<file path="src/rtl/pcie_pkg.sv">
// Shared PCIe/DMA definitions: TLP header constants, register indices,
// DMA writer state type and a memory-write header builder.
package pcie_pkg;

  localparam logic [7:0]  MWR32_FMT_TYPE  = 8'h40;  // fmt 3DW+data, type MWr
  localparam logic        REG_DMABASE     = 1'b0;
  localparam logic        REG_DMACTRL     = 1'b1;
  localparam int unsigned TLP_QWS_DEFAULT = 16;

  typedef enum logic [2:0] {
    ST_IDLE,
    ST_HDR0,
    ST_HDR1,
    ST_DATA,
    ST_MSI
  } dma_state_t;

  // Builds {DW1,DW0} of a 3DW memory-write header: TC0, no attributes,
  // tag 0, all byte enables set.
  function automatic logic [63:0] mk_mwr_hdr(input logic [15:0] req_id,
                                             input logic [9:0]  len_dw);
    logic [31:0] dw0;
    logic [31:0] dw1;
    dw0 = {MWR32_FMT_TYPE, 14'h0000, len_dw};
    dw1 = {req_id, 8'h00, 4'hF, 4'hF};
    return {dw1, dw0};
  endfunction

endpackage

</file>
<file path="src/rtl/dma_tlp_writer_if.sv">
// Bundle of register, source FIFO, TX stream and MSI signals around the
// DMA TLP writer. master = the writer, slave = its surroundings.
interface dma_tlp_writer_if;

  logic [12:0] cfgBusDev_in;
  logic        regAddr_in;
  logic [31:0] regWrData_in;
  logic        regWrValid_in;
  logic [63:0] srcData_in;
  logic        srcValid_in;
  logic        srcReady_out;
  logic [63:0] txData_out;
  logic        txValid_out;
  logic        txReady_in;
  logic        txSOP_out;
  logic        txEOP_out;
  logic        msiReq_out;
  logic [4:0]  msiNum_out;
  logic        msiAck_in;
  logic        busy_out;

  modport master (
    input  cfgBusDev_in, regAddr_in, regWrData_in, regWrValid_in,
    input  srcData_in, srcValid_in, txReady_in, msiAck_in,
    output srcReady_out, txData_out, txValid_out, txSOP_out, txEOP_out,
    output msiReq_out, msiNum_out, busy_out
  );

  modport slave (
    output cfgBusDev_in, regAddr_in, regWrData_in, regWrValid_in,
    output srcData_in, srcValid_in, txReady_in, msiAck_in,
    input  srcReady_out, txData_out, txValid_out, txSOP_out, txEOP_out,
    input  msiReq_out, msiNum_out, busy_out
  );

endinterface

</file>
<file path="src/rtl/dma_tlp_writer.sv">
// DMA responder: after DMABASE/DMACTRL are programmed, streams N memory-write
// TLPs of TLP_QWS quadwords from the source FIFO to the TX port, then raises MSI.
module dma_tlp_writer
  import pcie_pkg::*;
#(
  parameter int unsigned TLP_QWS = TLP_QWS_DEFAULT,
  parameter int unsigned MSI_NUM = 0
) (
  input  logic             clk_in,
  input  logic             rstn,
  dma_tlp_writer_if.master dma
);

  localparam int unsigned    QCW       = (TLP_QWS > 1) ? $clog2(TLP_QWS) : 1;
  localparam logic [QCW-1:0] QC_LAST   = QCW'(TLP_QWS - 1);
  localparam logic [31:0]    TLP_BYTES = 32'(TLP_QWS * 8);
  localparam logic [9:0]     LEN_DW    = 10'(2 * TLP_QWS);

  dma_state_t     state;
  logic [31:0]    base;
  logic [31:0]    addr;
  logic [15:0]    count;
  logic [QCW-1:0] qc;
  logic           data_xfer;

  assign data_xfer = (state == ST_DATA) && dma.srcValid_in && dma.txReady_in;

  // Control FSM plus DMA registers; registers are writable only while idle.
  always_ff @(posedge clk_in) begin
    if (!rstn) begin
      state <= ST_IDLE;
      base  <= '0;
      addr  <= '0;
      count <= '0;
      qc    <= '0;
    end else begin
      case (state)
        ST_IDLE: begin
          if (dma.regWrValid_in) begin
            if (dma.regAddr_in == REG_DMABASE) begin
              base <= {dma.regWrData_in[31:3], 3'b000};
            end else if ((dma.regAddr_in == REG_DMACTRL) &&
                         (dma.regWrData_in[15:0] != 16'd0)) begin
              count <= dma.regWrData_in[15:0];
              addr  <= base;
              qc    <= '0;
              state <= ST_HDR0;
            end
          end
        end
        ST_HDR0: if (dma.txReady_in) state <= ST_HDR1;
        ST_HDR1: begin
          if (dma.txReady_in) begin
            qc    <= '0;
            state <= ST_DATA;
          end
        end
        ST_DATA: begin
          if (data_xfer) begin
            if (qc == QC_LAST) begin
              qc    <= '0;
              addr  <= addr + TLP_BYTES;
              count <= count - 16'd1;
              state <= (count == 16'd1) ? ST_MSI : ST_HDR0;
            end else begin
              qc <= qc + QCW'(1);
            end
          end
        end
        ST_MSI:  if (dma.msiAck_in) state <= ST_IDLE;
        default: state <= ST_IDLE;
      endcase
    end
  end

  // Output decode from state; in DATA the source beat passes straight through
  // so a source stall drops txValid instead of inserting a bubble beat.
  always_comb begin
    dma.txValid_out  = 1'b0;
    dma.txSOP_out    = 1'b0;
    dma.txEOP_out    = 1'b0;
    dma.txData_out   = '0;
    dma.srcReady_out = 1'b0;
    dma.msiReq_out   = 1'b0;
    dma.msiNum_out   = 5'(MSI_NUM);
    dma.busy_out     = (state != ST_IDLE) && !((state == ST_MSI) && dma.msiAck_in);
    case (state)
      ST_HDR0: begin
        dma.txValid_out = 1'b1;
        dma.txSOP_out   = 1'b1;
        dma.txData_out  = mk_mwr_hdr({dma.cfgBusDev_in, 3'b000}, LEN_DW);
      end
      ST_HDR1: begin
        dma.txValid_out = 1'b1;
        dma.txData_out  = {32'h0, addr};
      end
      ST_DATA: begin
        dma.txValid_out  = dma.srcValid_in;
        dma.txData_out   = dma.srcData_in;
        dma.txEOP_out    = (qc == QC_LAST);
        dma.srcReady_out = data_xfer;
      end
      ST_MSI:  dma.msiReq_out = 1'b1;
      default: ;
    endcase
  end

endmodule
</file>
<file path="src/flat_wrapper.sv">
// flat-port wrapper written by rule: the top's interface ports become plain ports
module dma_tlp_writer_flat import pcie_pkg::*;
#(
  parameter int unsigned TLP_QWS = TLP_QWS_DEFAULT,
  parameter int unsigned MSI_NUM = 0
)
  (clk_in, rstn, dma_cfgBusDev_in, dma_regAddr_in, dma_regWrData_in, dma_regWrValid_in, dma_srcData_in, dma_srcValid_in, dma_txReady_in, dma_msiAck_in, dma_srcReady_out, dma_txData_out, dma_txValid_out, dma_txSOP_out, dma_txEOP_out, dma_msiReq_out, dma_msiNum_out, dma_busy_out);
  dma_tlp_writer_if dma_i ();
  input  logic clk_in;
  input  logic rstn;
  input wire logic [$bits(dma_i.cfgBusDev_in)-1:0] dma_cfgBusDev_in;
  input wire logic [$bits(dma_i.regAddr_in)-1:0] dma_regAddr_in;
  input wire logic [$bits(dma_i.regWrData_in)-1:0] dma_regWrData_in;
  input wire logic [$bits(dma_i.regWrValid_in)-1:0] dma_regWrValid_in;
  input wire logic [$bits(dma_i.srcData_in)-1:0] dma_srcData_in;
  input wire logic [$bits(dma_i.srcValid_in)-1:0] dma_srcValid_in;
  input wire logic [$bits(dma_i.txReady_in)-1:0] dma_txReady_in;
  input wire logic [$bits(dma_i.msiAck_in)-1:0] dma_msiAck_in;
  output wire logic [$bits(dma_i.srcReady_out)-1:0] dma_srcReady_out;
  output wire logic [$bits(dma_i.txData_out)-1:0] dma_txData_out;
  output wire logic [$bits(dma_i.txValid_out)-1:0] dma_txValid_out;
  output wire logic [$bits(dma_i.txSOP_out)-1:0] dma_txSOP_out;
  output wire logic [$bits(dma_i.txEOP_out)-1:0] dma_txEOP_out;
  output wire logic [$bits(dma_i.msiReq_out)-1:0] dma_msiReq_out;
  output wire logic [$bits(dma_i.msiNum_out)-1:0] dma_msiNum_out;
  output wire logic [$bits(dma_i.busy_out)-1:0] dma_busy_out;
  assign dma_i.cfgBusDev_in = dma_cfgBusDev_in;
  assign dma_i.regAddr_in = dma_regAddr_in;
  assign dma_i.regWrData_in = dma_regWrData_in;
  assign dma_i.regWrValid_in = dma_regWrValid_in;
  assign dma_i.srcData_in = dma_srcData_in;
  assign dma_i.srcValid_in = dma_srcValid_in;
  assign dma_i.txReady_in = dma_txReady_in;
  assign dma_i.msiAck_in = dma_msiAck_in;
  assign dma_srcReady_out = dma_i.srcReady_out;
  assign dma_txData_out = dma_i.txData_out;
  assign dma_txValid_out = dma_i.txValid_out;
  assign dma_txSOP_out = dma_i.txSOP_out;
  assign dma_txEOP_out = dma_i.txEOP_out;
  assign dma_msiReq_out = dma_i.msiReq_out;
  assign dma_msiNum_out = dma_i.msiNum_out;
  assign dma_busy_out = dma_i.busy_out;
  dma_tlp_writer #(.TLP_QWS(TLP_QWS), .MSI_NUM(MSI_NUM)) u_core (.clk_in(clk_in), .rstn(rstn), .dma(dma_i));
endmodule
</file>
<file path="config.mk">
export PLATFORM = sky130hd
export DESIGN_NAME = dma_tlp_writer_flat
export DESIGN_NICKNAME = d
export VERILOG_FILES = /design/src/rtl/pcie_pkg.sv /design/src/rtl/dma_tlp_writer_if.sv /design/src/rtl/dma_tlp_writer.sv /design/src/flat_wrapper.sv
export SDC_FILE = /design/constraint.sdc
export NUM_CORES = 1
export LEC_CHECK = 0
export CORE_UTILIZATION = 50
export DETAILED_ROUTE_END_ITERATION = 8
export DONT_BUFFER_PORTS = 1
export HOLD_SLACK_MARGIN = 0.06
export PLACE_DENSITY = 0.72
export SLEW_MARGIN = 20
export SYNTH_ARGS = -nofsm -noshare
export SYNTH_HDL_FRONTEND = slang
export SYNTH_SLANG_ARGS = --single-unit
</file>
<file path="constraint.sdc">
create_clock -name clk_in -period 5 [get_ports clk_in]
set_clock_uncertainty 0.1 [all_clocks]
set_input_delay 1 -clock clk_in [delete_from_list [all_inputs] [get_ports clk_in]]
set_output_delay 1 -clock clk_in [all_outputs]
set_load 0.005 [all_outputs]
</file>
=== Word-level counts from Yosys, hierarchy flattened ===
Index checks and enable logic that the tools add are counted.

* Logic and storage cells: 74
* Register bits: 84

* Reductions and logical operators: 16
* Bitwise gates (word level): 1
* Add/subtract/negate cells: 3
* Eq/ne operators: 14
* Mux-type cells: 35

{| class="wikitable"
|+ Operator list
! kind !! number
|-
| one-hot mux 64 bit (3 select lines) || 1
|-
| two-way mux 32 bit || 5
|-
| two-way mux 16 bit || 5
|-
| one-hot mux 32 bit (2 select lines) || 1
|-
| adder 32 x 8 -> 32 bit, second input constant || 1
|-
| one-hot mux 16 bit (2 select lines) || 1
|-
| two-way mux 3 bit || 9
|-
| two-way mux 4 bit || 6
|-
| equality test 16 x 1 -> 1 bit, second input constant || 1
|-
| nonzero test 16 bit || 1
|-
| subtractor 16 x 1 -> 16 bit, second input constant || 1
|-
| one-hot mux 3 bit (5 select lines) || 1
|-
| inequality test 2 bit, second input constant || 6
|-
| one-hot mux 4 bit (3 select lines) || 1
|-
| AND reduction 6 bit || 2
|-
| AND reduction 8 bit || 1
|-
| equality test 3 x 2 -> 1 bit, second input constant || 2
|-
| nonzero test 3 bit || 2
|-
| logical AND 1 bit || 5
|-
| adder 4 x 1 -> 4 bit, second input constant || 1
|-
| equality test 4 bit, second input constant || 1
|-
| two-way mux 1 bit || 4
|-
| inequality test 2 x 1 -> 1 bit, second input constant || 2
|-
| equality test 3 x 1 -> 1 bit, second input constant || 1
|-
| other kinds (8) || 8
|}

=== Longest topological paths before layout ===
* Depth after elaboration: 6
* Gate-level depth with buffers: 9

=== Least setup slack after synthesis ===
OpenSTA, ideal clock, no wires.

* Path type: flip-flop to output port
* From: register u_core.state[0]
* To: output dma_txData_out[11]
* Cell stages (with the launch flop): 6
* Buffers on the path: 3
* Path slack: 2,225 ps
* Data arrival time: 1,675 ps
* Required time: 3,900 ps
* Cell sequence: dfxtp_1 buf_2 clkbuf_1 nor3_1 clkbuf_1 a22o_1

* Word-level cells in the longest chain between the ends: 2

{| class="wikitable"
|+ Ends and longest elaborated chain
! element !! RTL line !! source
|-
| start, declared || dma_tlp_writer.sv:19 || <nowiki>dma_state_t state;</nowiki>
|-
| start signal, assigned || dma_tlp_writer.sv:64 || <nowiki>state <= (count == 16'd1) ? ST_MSI : ST_HDR0;</nowiki>
|-
| equality test 3 x 2 -> 1 bit or equality test 3 x 1 -> 1 bit (tied branches) || dma_tlp_writer.sv:87 || <nowiki>case (state)</nowiki>
|-
| one-hot mux 64 bit (3 select lines) * || dma_tlp_writer.sv:87 ||
|-
| end, declared || flat_wrapper.sv:20 || <nowiki>output wire logic [$bits(dma_i.txData_out)-1:0] dma_txData_out;</nowiki>
|}

Every way passes the cells marked *; elsewhere a longest branch is shown, timed or not.

=== Worst setup path in the final report ===
* From: register u_core.state[0]
* To: output dma_srcReady_out

* Word-level cells in the longest chain between the ends: 4

{| class="wikitable"
|+ Ends and longest elaborated chain
! element !! RTL line !! source
|-
| equality test 3 x 2 -> 1 bit * || dma_tlp_writer.sv:26, dma_tlp_writer.sv:87 ||
|-
| logical AND 1 bit (2 in a row) || dma_tlp_writer.sv:26 || <nowiki>assign data_xfer = (state == ST_DATA) && dma.srcValid_in && dma.txReady_in;</nowiki>
|-
| two-way mux 1 bit * || dma_tlp_writer.sv:87 ||
|-
| end, declared || flat_wrapper.sv:19 || <nowiki>output wire logic [$bits(dma_i.srcReady_out)-1:0] dma_srcReady_out;</nowiki>
|}

Marks and branches as above.

==> flow_metrics.tcl <==
set metrics [dict create \
    ys_async_sr_fraction_pct 0 \
    via_per_inst 6.666 \
    critical_path_class "reg -> out" \
    holdWs_ns 0.3606 \
    syn2layout_area_growth_pct 4.111 \
    cts.sinks 81 \
    antenna_found_initial 0 \
    tritoncts "done" \
    status "complete, no violations" \
    regArea_mm2 0.001622 \
    hold_buffers 0 \
    ant_nets 0 \
    final_layout_size_suffix_gt1_share_pct 5.873 \
    worst_setup_path_start_kind "flop" \
    crit_path_top_delay_cell "and3b_2" \
    max_cap_violations 0 \
    setup_tns_ns 0 \
    max_stage_delay_ns 0.91 \
    core-area_mm2 0.009910 \
    final_cell_area_mm2 0.005386 \
    overflow 0 \
    post_drt_wl_per_cell_um 19.69 \
    cp_num_buf_inv 1 \
    max_freq_mhz 290.7 \
    postPlaceCellArea_mm2 0.005147 \
    cts_root_buf "clkbuf_8" \
    dr.first_iter.drc_count 409 \
    grt_usage_pct 27.75 \
    fin_crit_ns 3.439 \
    grt_pass1_vias 4606 \
    critical_path.cell_chain "and3b_2 -> nand3_1 -> inv_1" \
    rows 36 \
    syn_area_mm2 0.005174 \
    setup_viol 0 \
    grt_pass1_wl_um 24270 \
    endpoint_kind "primary output" \
    dp_slack_ns 1.812 \
    r2r_cells 5 \
    path_clk_slew_ns 0.08 \
    die_h_um 103.7 \
    synth_top_area_share_pct 31.34 \
    finish.utilization_pct 54.36 \
    tightest_slew_ns 1.005 \
    clk_path_buf_depth 2 \
    post_cts_buffers 0 \
    synth_area_leader_cell "dfxtp_1" \
    ys_seq_area_share_pct 31.34 \
    synthFlopType "dfxtp_1" \
    final_common_cell "nand2_1" \
    drc 0 \
    synthCells 706 \
    die_width_um 103.7 \
    worst_slack_ns 1.561 \
    port_buffers 0 \
    start_util_pct 52.21 \
    path_max_fanout 54 \
    wl_um 15690 \
    hp-class "reg -> reg" \
    vias 5313 \
    multi_input_area_mm2 0.003228 \
    dp_hpwl_um 10630 \
    fin_crit_sh_pct 68.79 \
    gp_congestion 0.9307 \
    reg2reg_to "u_core.qc[0]$_SDFFE_PN0P_" \
    hold_viol_final 0 \
    cts_made_buffers 9 \
    yosys-top-cells-area "dfxtp_1 31%, a21oi_1 8.0%, nand2_1 7.0%" \
    grt_max_degree 102 \
    synth-seq-cells 81 \
    num_io_pins 191 \
    cp.required_ns 3.90 \
    final_nets 779 \
    fill_cells 945 \
    powerDensity_mw_per_mm2 417.3 \
    synth-edff-count 0 \
    mostFrequentLayoutCells "97 x nand2_1, 83 x a21oi_1, 81 x dfxtp_1" \
    avgSynthCellArea_um2 7.328 \
    ctsResizeCount 0 \
    htree_levels 3 \
    crit_arrival_ns 2.34 \
    drv_slew 0 \
    antennaDiodeCount 0 \
    r2r-start "u_core.state[0]$_SDFFE_PN0P_" \
    ys_types 63 \
    p_leak_nw 1.846 \
    critical_path.top_delay_family "simple AND/OR/NAND/NOR gates" \
    die_area_mm2 0.01076 \
    rsz0062_at_grt "no" \
    hold_depth 2 \
    clock_latency_ns 0.37 \
    yosys_warnings 0 \
    min_from "u_core.base[10]$_SDFFE_PN0P_" \
    relSlewSlack_pct 32.97 \
    firstDrtPassIters 6 \
    hold_end "u_core.base[10]$_SDFFE_PN0P_" \
    vdd_drop_max_uv 214.6 \
    r2r_slack_ns 2.10 \
]
[worst max path at each step]
stage / cells after the start / startpoint / to / slack [ns]
4_1_cts: 3 / u_core.state[0]$_SDFFE_PN0P_ / dma_srcReady_out / 1.58
3_3_place_gp: 6 / dma_regWrData_in[3] / u_core.count[10]$_SDFFE_PN0P_ / 1.83
6_report: 3 / u_core.state[0]$_SDFFE_PN0P_ / dma_srcReady_out / 1.56
2_1_floorplan: 5 / u_core.state[0]$_SDFFE_PN0P_ / dma_txData_out[11] / 2.22
3_5_place_dp: 6 / dma_regWrData_in[11] / u_core.count[10]$_SDFFE_PN0P_ / 1.81
5_1_grt: 3 / u_core.state[0]$_SDFFE_PN0P_ / dma_srcReady_out / 1.36
[area by class of cell]
| type | instances | share of cell area, % |
|---|---|---|
| sequential | 81 | 30.10 |
| timing repair buffer | 10 | 1.765 |
| clock inverter | 5 | 1.487 |
| tap | 133 | 3.089 |
| multi-input combinational | 540 | 59.93 |
| inverter | 17 | 1.185 |
| clock buffer | 11 | 2.439 |
[metal layers]
metal | vias to the layer above | global-route usage, % | part of all wire [%]
met5 | - | 0 | 0
met4 | 0 | 7.755 | 1.9
met3 | 35 | 5.790 | 7.8
met2 | 274 | 44.34 | 47
met1 | 2502 | 37.78 | 44
li1 | 2502 | - | -
[cell families after synthesis]
| group | count (synthesis) | synth area share (%) |
|---|---|---|
| flip-flops | 81 | 31.34 |
| AO/OA/AOI/OAI | 235 | 30.86 |
| AND/OR/NAND/NOR | 283 | 27.01 |
| adder cells (fa/ha/maj) | 4 | 0.9674 |
| multiplexers | 13 | 2.515 |
| other | 1 | 0.07248 |
| buffers and inverters | 89 | 7.231 |
[worst register-to-register path: cells and delay by family, from the launching register on]
family	cells	cell delay, ns
simple gates	4	1.90
flops	1	0.69
compound gates	1	0.14
[through the flow]
stage,std cells,total power [mW]
floorplan,710,1.511
global placement,780,1.681
detailed placement,780,1.701
CTS,796,2.220
global route,797,2.375
finish,797,2.248
[synth_stat cells, types with 3 or more instances]
| cell type | instances |
|---|---|
| dfxtp_1 | 81 |
| nor4_1 | 8 |
| o311ai_0 | 5 |
| or4_1 | 3 |
| mux2i_1 | 13 |
| and2_1 | 17 |
| inv_1 | 17 |
| a22oi_1 | 4 |
| o22ai_1 | 3 |
| a31oi_1 | 12 |
| o21a_1 | 8 |
| or3_1 | 10 |
| a21oi_1 | 83 |
| a22o_1 | 26 |
| buf_2 | 10 |
| and4_1 | 8 |
| nand3_1 | 29 |
| buf_4 | 7 |
| o221a_2 | 3 |
| nand3b_1 | 4 |
| nor3_1 | 20 |
| a32o_1 | 6 |
| and3_1 | 6 |
| buf_1 | 6 |
| o31a_1 | 6 |
| o21ai_0 | 21 |
| clkbuf_1 | 48 |
| nor2_1 | 54 |
| a211oi_1 | 3 |
| ha_1 | 4 |
| nand2_1 | 97 |
| nand4_1 | 12 |
| o41ai_1 | 6 |
| a211o_1 | 6 |
| o31ai_1 | 26 |
| a41oi_1 | 3 |
[where the power goes]
| part | internal, mW | switching [mW] |
|---|---|---|
| registers | 0.710 | 0.0708 |
| logic | 0.293 | 0.647 |
| clock network | 0.281 | 0.245 |
[flip-flops by register name, indices dropped and copies added, names as in the netlist]
name,count
u_core.qc,4
u_core.state,3
u_core.addr,29
u_core.count,16
u_core.base,29
Note: power is estimated with default switching activity, not from simulation.
